`config.mk`:
```
export PLATFORM = sky130hd
export DESIGN_NAME = ram_cmd_arbiter
export DESIGN_NICKNAME = d
export VERILOG_FILES = /design/src/rtl/ram_cmd_arbiter.sv
export SDC_FILE = /design/constraint.sdc
export NUM_CORES = 1
export LEC_CHECK = 0
export CORE_MARGIN = 2
export CORE_UTILIZATION = 25
export DETAILED_ROUTE_END_ITERATION = 6
export GPL_TIMING_DRIVEN = 0
export PLACE_DENSITY = 0.65
export SETUP_SLACK_MARGIN = 0.05
export SKIP_LAST_GASP = 1
export SYNTH_ARGS = -nofsm -noshare
export SYNTH_HDL_FRONTEND = slang
export SYNTH_SLANG_ARGS = --single-unit
export TNS_END_PERCENT = 5
```
`constraint.sdc`:
```
create_clock -name clk -period 1.3 [get_ports clk]
set_input_delay 0.26 -clock clk [delete_from_list [all_inputs] [get_ports clk]]
set_output_delay 0.26 -clock clk [all_outputs]
set_load 0.01 [all_outputs]
```
`src/rtl/ram_cmd_arbiter.sv`:
```
// Round-robin arbiter that turns whole read/write transactions from two requesters
// into the RAM's two-beat command protocol and routes the response back to the owner.
module ram_cmd_arbiter #(
  parameter int ADDR_WIDTH = 8,
  parameter int TIMEOUT    = 16
) (
  input  logic                    clk,
  input  logic                    rst,
  input  logic [1:0]              req_valid,
  output logic [1:0]              req_ready,
  input  logic [1:0]              req_wr,
  input  logic [2*ADDR_WIDTH-1:0] req_addr,
  input  logic [2*ADDR_WIDTH-1:0] req_wdata,
  output logic [1:0]              rsp_valid,
  output logic [ADDR_WIDTH-1:0]   rsp_data,
  output logic                    rsp_err,
  output logic [ADDR_WIDTH+1:0]   ram_din,
  output logic                    ram_rx_valid,
  input  logic [ADDR_WIDTH-1:0]   ram_dout,
  input  logic                    ram_tx_valid
);

  localparam logic [1:0] S_IDLE = 2'd0;
  localparam logic [1:0] S_ADDR = 2'd1;
  localparam logic [1:0] S_DATA = 2'd2;
  localparam logic [1:0] S_WAIT = 2'd3;

  localparam int CNT_W = $clog2(TIMEOUT);
  localparam logic [CNT_W-1:0] CNT_LAST = CNT_W'(TIMEOUT - 1);

  logic [1:0]            state;
  logic                  last_grant;
  logic                  owner;
  logic                  wr;
  logic [ADDR_WIDTH-1:0] wdata;
  logic [CNT_W-1:0]      cnt;

  logic                  grant_any;
  logic                  grant_sel;
  logic [ADDR_WIDTH-1:0] sel_addr;
  logic [ADDR_WIDTH-1:0] sel_wdata;

  // Grant is masked during reset so no handshake can be lost to the reset edge.
  always_comb begin
    grant_any = 1'b0;
    grant_sel = 1'b0;
    req_ready = 2'b00;
    if (state == S_IDLE && !rst) begin
      case (req_valid)
        2'b01:   begin grant_any = 1'b1; grant_sel = 1'b0;        end
        2'b10:   begin grant_any = 1'b1; grant_sel = 1'b1;        end
        2'b11:   begin grant_any = 1'b1; grant_sel = ~last_grant; end
        default: begin grant_any = 1'b0; grant_sel = 1'b0;        end
      endcase
      if (grant_any) begin
        req_ready = grant_sel ? 2'b10 : 2'b01;
      end
    end
  end

  assign sel_addr  = grant_sel ? req_addr[2*ADDR_WIDTH-1:ADDR_WIDTH]  : req_addr[ADDR_WIDTH-1:0];
  assign sel_wdata = grant_sel ? req_wdata[2*ADDR_WIDTH-1:ADDR_WIDTH] : req_wdata[ADDR_WIDTH-1:0];

  // The address beat is registered on the accept edge, so only wr/wdata/owner need latching.
  always_ff @(posedge clk) begin
    if (rst) begin
      state        <= S_IDLE;
      last_grant   <= 1'b1;
      owner        <= 1'b0;
      wr           <= 1'b0;
      wdata        <= '0;
      cnt          <= '0;
      rsp_valid    <= 2'b00;
      rsp_data     <= '0;
      rsp_err      <= 1'b0;
      ram_din      <= '0;
      ram_rx_valid <= 1'b0;
    end else begin
      rsp_valid    <= 2'b00;
      rsp_data     <= '0;
      rsp_err      <= 1'b0;
      ram_din      <= '0;
      ram_rx_valid <= 1'b0;
      case (state)
        S_IDLE: begin
          if (grant_any) begin
            owner        <= grant_sel;
            last_grant   <= grant_sel;
            wr           <= req_wr[grant_sel];
            wdata        <= sel_wdata;
            ram_rx_valid <= 1'b1;
            ram_din      <= {(req_wr[grant_sel] ? 2'b00 : 2'b10), sel_addr};
            state        <= S_ADDR;
          end
        end
        S_ADDR: begin
          ram_rx_valid <= 1'b1;
          ram_din      <= wr ? {2'b01, wdata} : {2'b11, {ADDR_WIDTH{1'b0}}};
          state        <= S_DATA;
        end
        S_DATA: begin
          if (wr) begin
            rsp_valid <= owner ? 2'b10 : 2'b01;
            state     <= S_IDLE;
          end else begin
            cnt   <= '0;
            state <= S_WAIT;
          end
        end
        default: begin
          // Data on the final timeout cycle still wins over the error.
          if (ram_tx_valid) begin
            rsp_valid <= owner ? 2'b10 : 2'b01;
            rsp_data  <= ram_dout;
            state     <= S_IDLE;
          end else if (cnt == CNT_LAST) begin
            rsp_valid <= owner ? 2'b10 : 2'b01;
            rsp_err   <= 1'b1;
            state     <= S_IDLE;
          end else begin
            cnt <= cnt + CNT_W'(1);
          end
        end
      endcase
    end
  end

endmodule

```
==> results.json <==
{
  "path_clk_slew_ns": 0.08,
  "maxSlewHeadroom": 0.682,
  "final.period_utilization": 1.24,
  "setup_tns_ns": -3.73,
  "maxCapViolCount": 0,
  "setup_viol": 45,
  "ys_seq_area_frac": 0.470,
  "final_cells": 344,
  "yosys_register_bits": 39,
  "yosys.area.top_type": "dfxtp_1",
  "die-height_um": 85.5,
  "h-tree-depth": 2,
  "synth_common_cells": "dfxtp_1, a21oi_1, nor2_1",
  "grt_remaining_overflow": 0,
  "drive_above_1_share": 0.157,
  "yosysMostFrequentCell": "dfxtp_1",
  "critPathLaunchType": "flop",
  "viasPerCell": 4.82,
  "outcome": "complete, but fails checks",
  "dr.pass1.iters": 4,
  "grt_max_degree": 12,
  "areaGrowthSynthToFinish_pct": 62.6,
  "synthArstFlopShare": 0,
  "hold_path.class": "input pin to flop",
  "cts_root_buf": "clkbuf_8",
  "cpLargestDelayFamily": "simple AND/OR/NAND/NOR gates",
  "std_cell_rows": 29,
  "avgSynthCellArea_um2": 9.12,
  "max_freq_mhz": 620,
  "violations": "setup timing",
  "slew_viol_final": 0,
  "start_util": 0.260,
  "vias": 1657,
  "grt_pass1_wl_um": 7510,
  "postRouteAntennaNets": 0,
  "synth.top_cell.area_share": 0.470,
  "wl_um": 4830,
  "power_leakage_nw": 1.04,
  "synth-edff-count": 0,
  "yosys_most_used_dff": "dfxtp_1",
  "cts_tree": "done",
  "portBuffers": 70,
  "p_per_area_nw_per_um2": 1100,
  "clock_sinks": 39,
  "drt_iter0_drc": 83,
  "hold_viol_final": 0,
  "synthCells": 182,
  "worst_slack_ns": -0.313,
  "cp_data_arrival_time_ns": 1.35,
  "wire_per_inst_um": 14.0,
  "cts_buffers": 5,
  "endpoint_kind": "output pin",
  "crit_type": "flop to output pin",
  "synth.net_count": 230,
  "ff2ff_setup_slack_ns": -0.21,
  "place.gp.congestion": 0.791,
  "ir_worst_vdd_mv": 0.531,
  "die_area_um2": 7310,
  "synthesis.area_um2": 1660,
  "grt_pass1_vias": 1547,
  "die_width_um": 85.5,
  "layout.nets": 315,
  "core_area_um2": 6390,
  "track_usage": 0.130,
  "ys_top_cells_by_area": "dfxtp_1, a21oi_1, o32ai_1",
  "rsz0062_at_grt": "yes",
  "crit_required_ns": 1.04,
  "slowest_stage": "or3_4",
  "n_antenna_cell": 0,
  "yosysWarnings": 0,
  "tightest_slew_ns": 0.478,
  "antenna_found_initial": 0,
  "crit_chain": "buf_6 > or3_4 > nor2_2 > buf_2",
  "crit_buf_inv": 2,
  "synth_cell_types": 41,
  "clockBufferDepth": 2,
  "ios": 71,
  "cp_max_fo": 3,
  "drc_errors": 0,
  "skew_ns": 0.00962,
  "clock_latency_ns": 0.29,
  "dpl.hpwl_um": 3390,
  "crit_path_max_incr_delay_ns": 0.38,
  "dp.cells": 329,
  "hold_buffers": 0,
  "finalCriticalPeriod_ns": 1.61
}
## path summary, 6_finish.rpt
check / cells past startpoint / start / endpoint
min: 4 / req_valid[0] / owner
min reg2reg: 2 / wdata[1] / ram_din[1]
max: 4 / state[0] / req_ready[0]
max reg2reg: 5 / state[0] / rsp_valid[0]
## power by group
group	internal (mW)	total [mW]	switching [mW]
clock	0.416	0.832	0.415
combinational	0.442	0.779	0.337
sequential	1.30	1.36	0.0644
## stage by stage
step                cell area (µm²)  setup slack, ns   util  hold WS [ns]  total power, mW
global placement               2480           -0.937  0.388         0.441             2.04
finish                         2700           -0.313  0.423         0.436             2.97
CTS                            2620           -0.320  0.410         0.462             2.92
global route                   2700           -0.352  0.423         0.463             3.12
floorplan                      1680           0.0420      -         0.382             1.72
detailed placement             2480           -0.934  0.388         0.445             2.05
## placed cells by master (no fill, tap or decap), types with 2 or more instances in the layout
| master | instances |
|---|---|
| or3_1 | 2 |
| nor3_1 | 2 |
| nand2_2 | 2 |
| nor2_1 | 11 |
| buf_4 | 6 |
| dfxtp_4 | 2 |
| nor4bb_1 | 2 |
| o21ai_1 | 4 |
| buf_6 | 3 |
| inv_1 | 11 |
| nand2_1 | 8 |
| a21oi_1 | 23 |
| o211ai_1 | 9 |
| o31ai_1 | 9 |
| clkdlybuf4s50_1 | 65 |
| and4b_1 | 3 |
| o32ai_1 | 8 |
| and2_1 | 9 |
| nand3_1 | 2 |
| dfxtp_1 | 35 |
| dfxtp_2 | 2 |
| buf_2 | 5 |
| nand2b_1 | 2 |
| clkbuf_8 | 6 |
| clkbuf_1 | 4 |
| dlymetal6s2s_1 | 2 |
| o21ai_0 | 2 |
## registers in the layout (all words and copies together), names as in the netlist
register	cells
cnt	4
rsp_valid	2
owner	1
wr	1
state	2
rsp_err	1
last_grant	1
rsp_data	8
wdata	8
ram_din	10
ram_rx_valid	1
## worst register-to-register path: cells and delay by family, from the launching register on
family / cells / cell delay (ns)
AND/OR/NAND/NOR: 2 / 0.53
flip-flops: 1 / 0.36
buffers and inverters: 2 / 0.27
AO/OA/AOI/OAI: 1 / 0.24
## cells by family (layout without fill, tap and decap cells)
kind of cell	count (synthesis)	after routing	synth area share
fa+ha+maj	1	1	0.00753
simple gates	55	55	0.199
compound gates	61	61	0.246
flops	39	39	0.470
mux	1	1	0.00603
buf+inv	25	110	0.0716
## routing by layer
metal,GRT usage,wire length (µm),up-vias
li1,-,-,829
met2,0.205,2260,48
met4,0.0519,68,0
met5,0,0,-
met1,0.172,2250,775
met3,0.0289,254,5
## what timing repair did
action	CTS	global route
pin swaps	2	2
resized for setup	18	14
cloned	0	1
setup buffers	3	4
endpoints found under the setup margin	51	54
## final cells by class
| type | count | area (µm²) |
|---|---|---|
| Timing Repair Buffer | 78 | 785 |
| Inverter | 12 | 45.0 |
| Tap cell | 77 | 96.3 |
| Sequential cell | 39 | 791 |
| Buffer | 13 | 91.3 |
| Fill cell | 627 | 3690 |
| Multi-Input combinational cell | 118 | 805 |
| Clock buffer | 6 | 82.6 |
| Clock inverter | 1 | 5.00 |
Power figures use the tool's default switching activity.
